File: src/rtl/pmem_arbiter_pkg.sv
// pmem_arbiter_pkg: shared state/side encodings and default widths for the line-memory arbiter.
package pmem_arb_types;

    typedef enum logic [1:0] {IDLE, SERVE_I, SERVE_D} arb_state_t;
    typedef enum logic {SIDE_I, SIDE_D} arb_side_t;

    localparam int LINE_W_DEF = 256;
    localparam int ADDR_W_DEF = 32;

endpackage

File: src/rtl/pmem_arbiter.sv
// pmem_arbiter: round-robin arbiter putting the I-cache and D-cache line ports onto one
// single-ported memory, one registered transfer in flight at a time.
module pmem_arbiter
    import pmem_arb_types::*;
#(
    parameter int LINE_W = LINE_W_DEF,
    parameter int ADDR_W = ADDR_W_DEF
) (
    input  logic              clk,
    input  logic              rst,
    input  logic              pmem_read_i,
    input  logic              pmem_write_i,
    input  logic [ADDR_W-1:0] pmem_address_i,
    input  logic [LINE_W-1:0] pmem_wdata_i,
    output logic [LINE_W-1:0] pmem_rdata_i,
    output logic              pmem_resp_i,
    input  logic              pmem_read_d,
    input  logic              pmem_write_d,
    input  logic [ADDR_W-1:0] pmem_address_d,
    input  logic [LINE_W-1:0] pmem_wdata_d,
    output logic [LINE_W-1:0] pmem_rdata_d,
    output logic              pmem_resp_d,
    output logic              mem_read,
    output logic              mem_write,
    output logic [ADDR_W-1:0] mem_address,
    output logic [LINE_W-1:0] mem_wdata,
    input  logic [LINE_W-1:0] mem_rdata,
    input  logic              mem_resp
);

    arb_state_t        state, state_nx;
    arb_side_t         last_grant, last_grant_nx;
    logic              mem_read_nx, mem_write_nx;
    logic [ADDR_W-1:0] mem_address_nx;
    logic [LINE_W-1:0] mem_wdata_nx;
    logic              pend_i, pend_d, pick_d;

    assign pend_i = pmem_read_i | pmem_write_i;
    assign pend_d = pmem_read_d | pmem_write_d;
    // D wins when alone or when I had the previous grant
    assign pick_d = pend_d & (~pend_i | (last_grant == SIDE_I));

    assign pmem_rdata_i = mem_rdata;
    assign pmem_rdata_d = mem_rdata;

    always_comb begin
        state_nx       = state;
        last_grant_nx  = last_grant;
        mem_read_nx    = mem_read;
        mem_write_nx   = mem_write;
        mem_address_nx = mem_address;
        mem_wdata_nx   = mem_wdata;
        pmem_resp_i    = 1'b0;
        pmem_resp_d    = 1'b0;
        case (state)
            IDLE: begin
                if (pick_d) begin
                    state_nx       = SERVE_D;
                    last_grant_nx  = SIDE_D;
                    mem_write_nx   = pmem_write_d;
                    mem_read_nx    = pmem_read_d & ~pmem_write_d;
                    mem_address_nx = pmem_address_d;
                    mem_wdata_nx   = pmem_wdata_d;
                end else if (pend_i) begin
                    state_nx       = SERVE_I;
                    last_grant_nx  = SIDE_I;
                    mem_write_nx   = pmem_write_i;
                    mem_read_nx    = pmem_read_i & ~pmem_write_i;
                    mem_address_nx = pmem_address_i;
                    mem_wdata_nx   = pmem_wdata_i;
                end
            end
            SERVE_I, SERVE_D: begin
                pmem_resp_i = (state == SERVE_I) & mem_resp;
                pmem_resp_d = (state == SERVE_D) & mem_resp;
                if (mem_resp) begin
                    state_nx     = IDLE;
                    mem_read_nx  = 1'b0;
                    mem_write_nx = 1'b0;
                end
            end
            default: state_nx = IDLE;
        endcase
    end

    always_ff @(posedge clk) begin
        if (rst) begin
            state       <= IDLE;
            last_grant  <= SIDE_I;
            mem_read    <= 1'b0;
            mem_write   <= 1'b0;
            mem_address <= '0;
            mem_wdata   <= '0;
        end else begin
            state       <= state_nx;
            last_grant  <= last_grant_nx;
            mem_read    <= mem_read_nx;
            mem_write   <= mem_write_nx;
            mem_address <= mem_address_nx;
            mem_wdata   <= mem_wdata_nx;
        end
    end

endmodule

File: config.mk
export PLATFORM = sky130hd
export DESIGN_NAME = pmem_arbiter
export DESIGN_NICKNAME = d
export VERILOG_FILES = /design/src/rtl/pmem_arbiter_pkg.sv /design/src/rtl/pmem_arbiter.sv
export SDC_FILE = /design/constraint.sdc
export NUM_CORES = 1
export LEC_CHECK = 0
export ABC_AREA = 1
export ABC_CLOCK_PERIOD_IN_PS = 2760
export BUFFER_PORTS_ARGS = -buffer_cell sky130_fd_sc_hd__buf_2
export CAP_MARGIN = 20
export CORE_AREA = 5 5 635 637
export CTS_CLUSTER_DIAMETER = 150
export CTS_CLUSTER_SIZE = 28
export DETAILED_ROUTE_END_ITERATION = 8
export DIE_AREA = 0 0 640 642
export PLACE_DENSITY_LB_ADDON = 0.15
export SYNTH_ARGS = -nofsm -noshare
export SYNTH_HDL_FRONTEND = slang
export SYNTH_SLANG_ARGS = --single-unit
export TNS_END_PERCENT = 1
File: constraint.sdc
create_clock -name clk -period 2.76 [get_ports clk]
set_clock_uncertainty 0.2 [all_clocks]
set_input_delay 0.552 -clock clk [delete_from_list [all_inputs] [get_ports clk]]
set_output_delay 0.552 -clock clk [all_outputs]
set_load 0.05 [all_outputs]
==> results.sh <==
export IMPL_coreArea_sq_um=397000
export IMPL_drtIter0Drc=950
export IMPL_syn_num_nets=3876
export IMPL_worst_slew_pin_slew_ps=736
export IMPL_insertion_delay_ps=720
export IMPL_ys_top_cells_by_area="dfxtp_1 31%, buf_4 21%, nand2_1 18%"
export IMPL_ys_ff_latch=293
export IMPL_initial_utilization_pct=4.69
export IMPL_synthCells=3034
export IMPL_dieArea_sq_um=411000
export IMPL_setup_viol=0
export IMPL_total_power_w=0.0242
export IMPL_cts_max_path_buffers=3
export IMPL_required_ps=3210
export IMPL_ys_warnings_count=0
export IMPL_drc_errors=0
export IMPL_fill_cells=47000
export IMPL_post_route_period_util_pct=98.8
export IMPL_placed_area_sq_um=26100
export IMPL_wl_per_cell_microns=21.1
export IMPL_drive_gt1_share_pct=26.0
export IMPL_synth_area_sq_um=18600
export IMPL_synth_seq_area_share_pct=31.5
export IMPL_path_clk_slew_ps=110
export IMPL_detail_route_antenna_nets=0
export IMPL_design_area_sq_um=33000
export IMPL_fin_ws_ps=31.8
export IMPL_rsz0062_at_grt="yes"
export IMPL_place_hpwl_microns=170000
export IMPL_nets=4764
export IMPL_root_buffer="clkbuf_16"
export IMPL_cts_tree="done"
export IMPL_cp_start_kind="primary input"
export IMPL_pre_cts_slack_ps=232
export IMPL_crit_type="primary input to flip-flop"
export IMPL_grt_max_degree=68
export IMPL_layout_common_cells="884 x nand2_1, 872 x buf_2, 578 x nor2_1"
export IMPL_gp_congestion=0.764
export IMPL_syn_area_per_cell_sq_um=6.14
export IMPL_portBuffers=874
export IMPL_period_minus_slack_ps=2730
export IMPL_grt_use_met1_pct=9.52
export IMPL_hold_viol=0
export IMPL_p_leak_nw=15.8
export IMPL_cts_htree_levels=1
export IMPL_die_w_microns=640
export IMPL_antenna_found_initial=161
export IMPL_dieHeight_microns=642
export IMPL_final_common_cell="nand2_1"
export IMPL_cp_max_fo=32
export IMPL_synth_cell_type_count=16
export IMPL_max_cap_viol_count=0
export IMPL_grt_pass1_vias=22300
export IMPL_fmax_ghz=0.367
export IMPL_drt_wl_total_microns=195000
export IMPL_areaGrowthSynthToFinish_pct=76.8
export IMPL_yosysTopAreaCellShare_pct=31.5
export IMPL_grt_use_total_pct=9.05
export IMPL_drv_slew=0
export IMPL_grt_util_met2_pct=15.2
export IMPL_vias=22200
export IMPL_synth_top_area_cell="dfxtp_1"
export IMPL_rows=232
export IMPL_cts_buffers=26
export IMPL_grt_pass1_wl_microns=245000
export IMPL_ir_worst_vdd_mv=0.591
export IMPL_via_per_inst=2.41
export IMPL_grt_most_used_layer="met2"
export IMPL_dr_pass1_iters=7
export IMPL_arrival_ps=3180
export IMPL_clock_sinks=293
export IMPL_endpoint_kind="flip-flop"
export IMPL_hp_class="primary input to flip-flop"
export IMPL_overflow=0
export IMPL_io_pins=1643
export IMPL_power_density_nw_per_um2=734
export IMPL_grt_use_met3_pct=4.84
export IMPL_relSlewSlack_pct=50.9
export IMPL_status="finished, final reports clean"
[sequential cells by signal, summed over array words and instances (netlist names)]
name	count
last_grant	1
mem_address	32
mem_read	1
mem_wdata	256
mem_write	1
state	2
[power by group]
| part | total, W | internal (W) | leakage, nW | switching [W] |
|---|---|---|---|---|
| sequential | 0.00583 | 0.00521 | 2.44 | 0.000623 |
| combinational | 0.0133 | 0.00429 | 12.8 | 0.00900 |
| clock | 0.00506 | 0.00223 | 0.512 | 0.00283 |
| total | 0.0242 | 0.0117 | 15.8 | 0.0124 |
[synthesized netlist by cell type]
cell type	count
inv_2	2
nand2_2	1
buf_4	520
nor2_1	579
nor2_2	1
o21ai_1	1
nand3_1	291
inv_1	299
clkbuf_1	46
buf_1	13
dfxtp_1	293
ha_1	3
buf_6	2
a21oi_1	6
buf_2	91
nand2_1	886
[cell families (layout without fill, tap and decap cells)]
| family | Yosys count | in the layout | synth area share [%] |
|---|---|---|---|
| AOI/OAI and AO/OA | 7 | 7 | 0.188 |
| adders and majority gates | 3 | 3 | 0.201 |
| buffers and inverters | 973 | 1881 | 30.8 |
| DFF | 293 | 293 | 31.5 |
| other | 0 | 24 | 0 |
| and+or+nand+nor | 1758 | 1758 | 37.4 |
[worst max-delay path, stage by stage]
cell	delay, ps
buf_2	100
dlygate4sd3_1	580
nor2_2	130
inv_1	110
nand2_8	120
buf_12	190
buf_16	230
nand2_1	140
nand3_1	110
dlygate4sd3_1	550
nand2_1	50
inv_1	40
[area by class of cell]
type	count	area, sq um	area share (%)
multi-input combinational	1768	7070	21.5
tap	5265	6590	20.0
clock inverter	20	424	1.29
inverter	301	1140	3.47
antenna	24	60.1	0.182
clock buffer	28	679	2.06
sequential	293	5870	17.8
timing repair buffer	1532	11100	33.7
[through the flow]
stage	hold slack (ps)	setup TNS, ps	util [%]	std cells
2_1_floorplan	244	0	-	3034
3_3_place_gp	275	0	6.56	8594
4_1_cts	0.444	0	8.27	9206
3_5_place_dp	266	0	6.56	8594
6_report	50.4	0	8.29	9231
5_1_grt	34.2	-6.25	8.28	9214
[routing by layer]
metal  vias to the layer above  routed length [microns]
met4                       102                     9020
met1                     10100                    69800
met2                      1170                    90900
met3                       574                    24300
li1                      10300                        -
met5                         -                      862
[worst paths after layout]
| kind | start | to | slack, ps | cells after the start |
|---|---|---|---|---|
| worst max register to register | state[1] | mem_wdata[248] | 210 | 9 |
| worst min register to register | last_grant | last_grant | 270 | 2 |
| worst min-delay path | pmem_wdata_d[234] | mem_wdata[234] | 50 | 5 |
| worst max-delay path | pmem_write_d | mem_wdata[83] | 30 | 12 |
[repair_timing]
action,4_1_cts,5_1_grt
buffers inserted,0,0
hold buffers,564,0
gates cloned,0,1
endpoints found under the setup margin,1,27
resized for setup,6,5
hold endpoints to repair,290,0
Note: power is estimated with default switching activity, not from simulation.
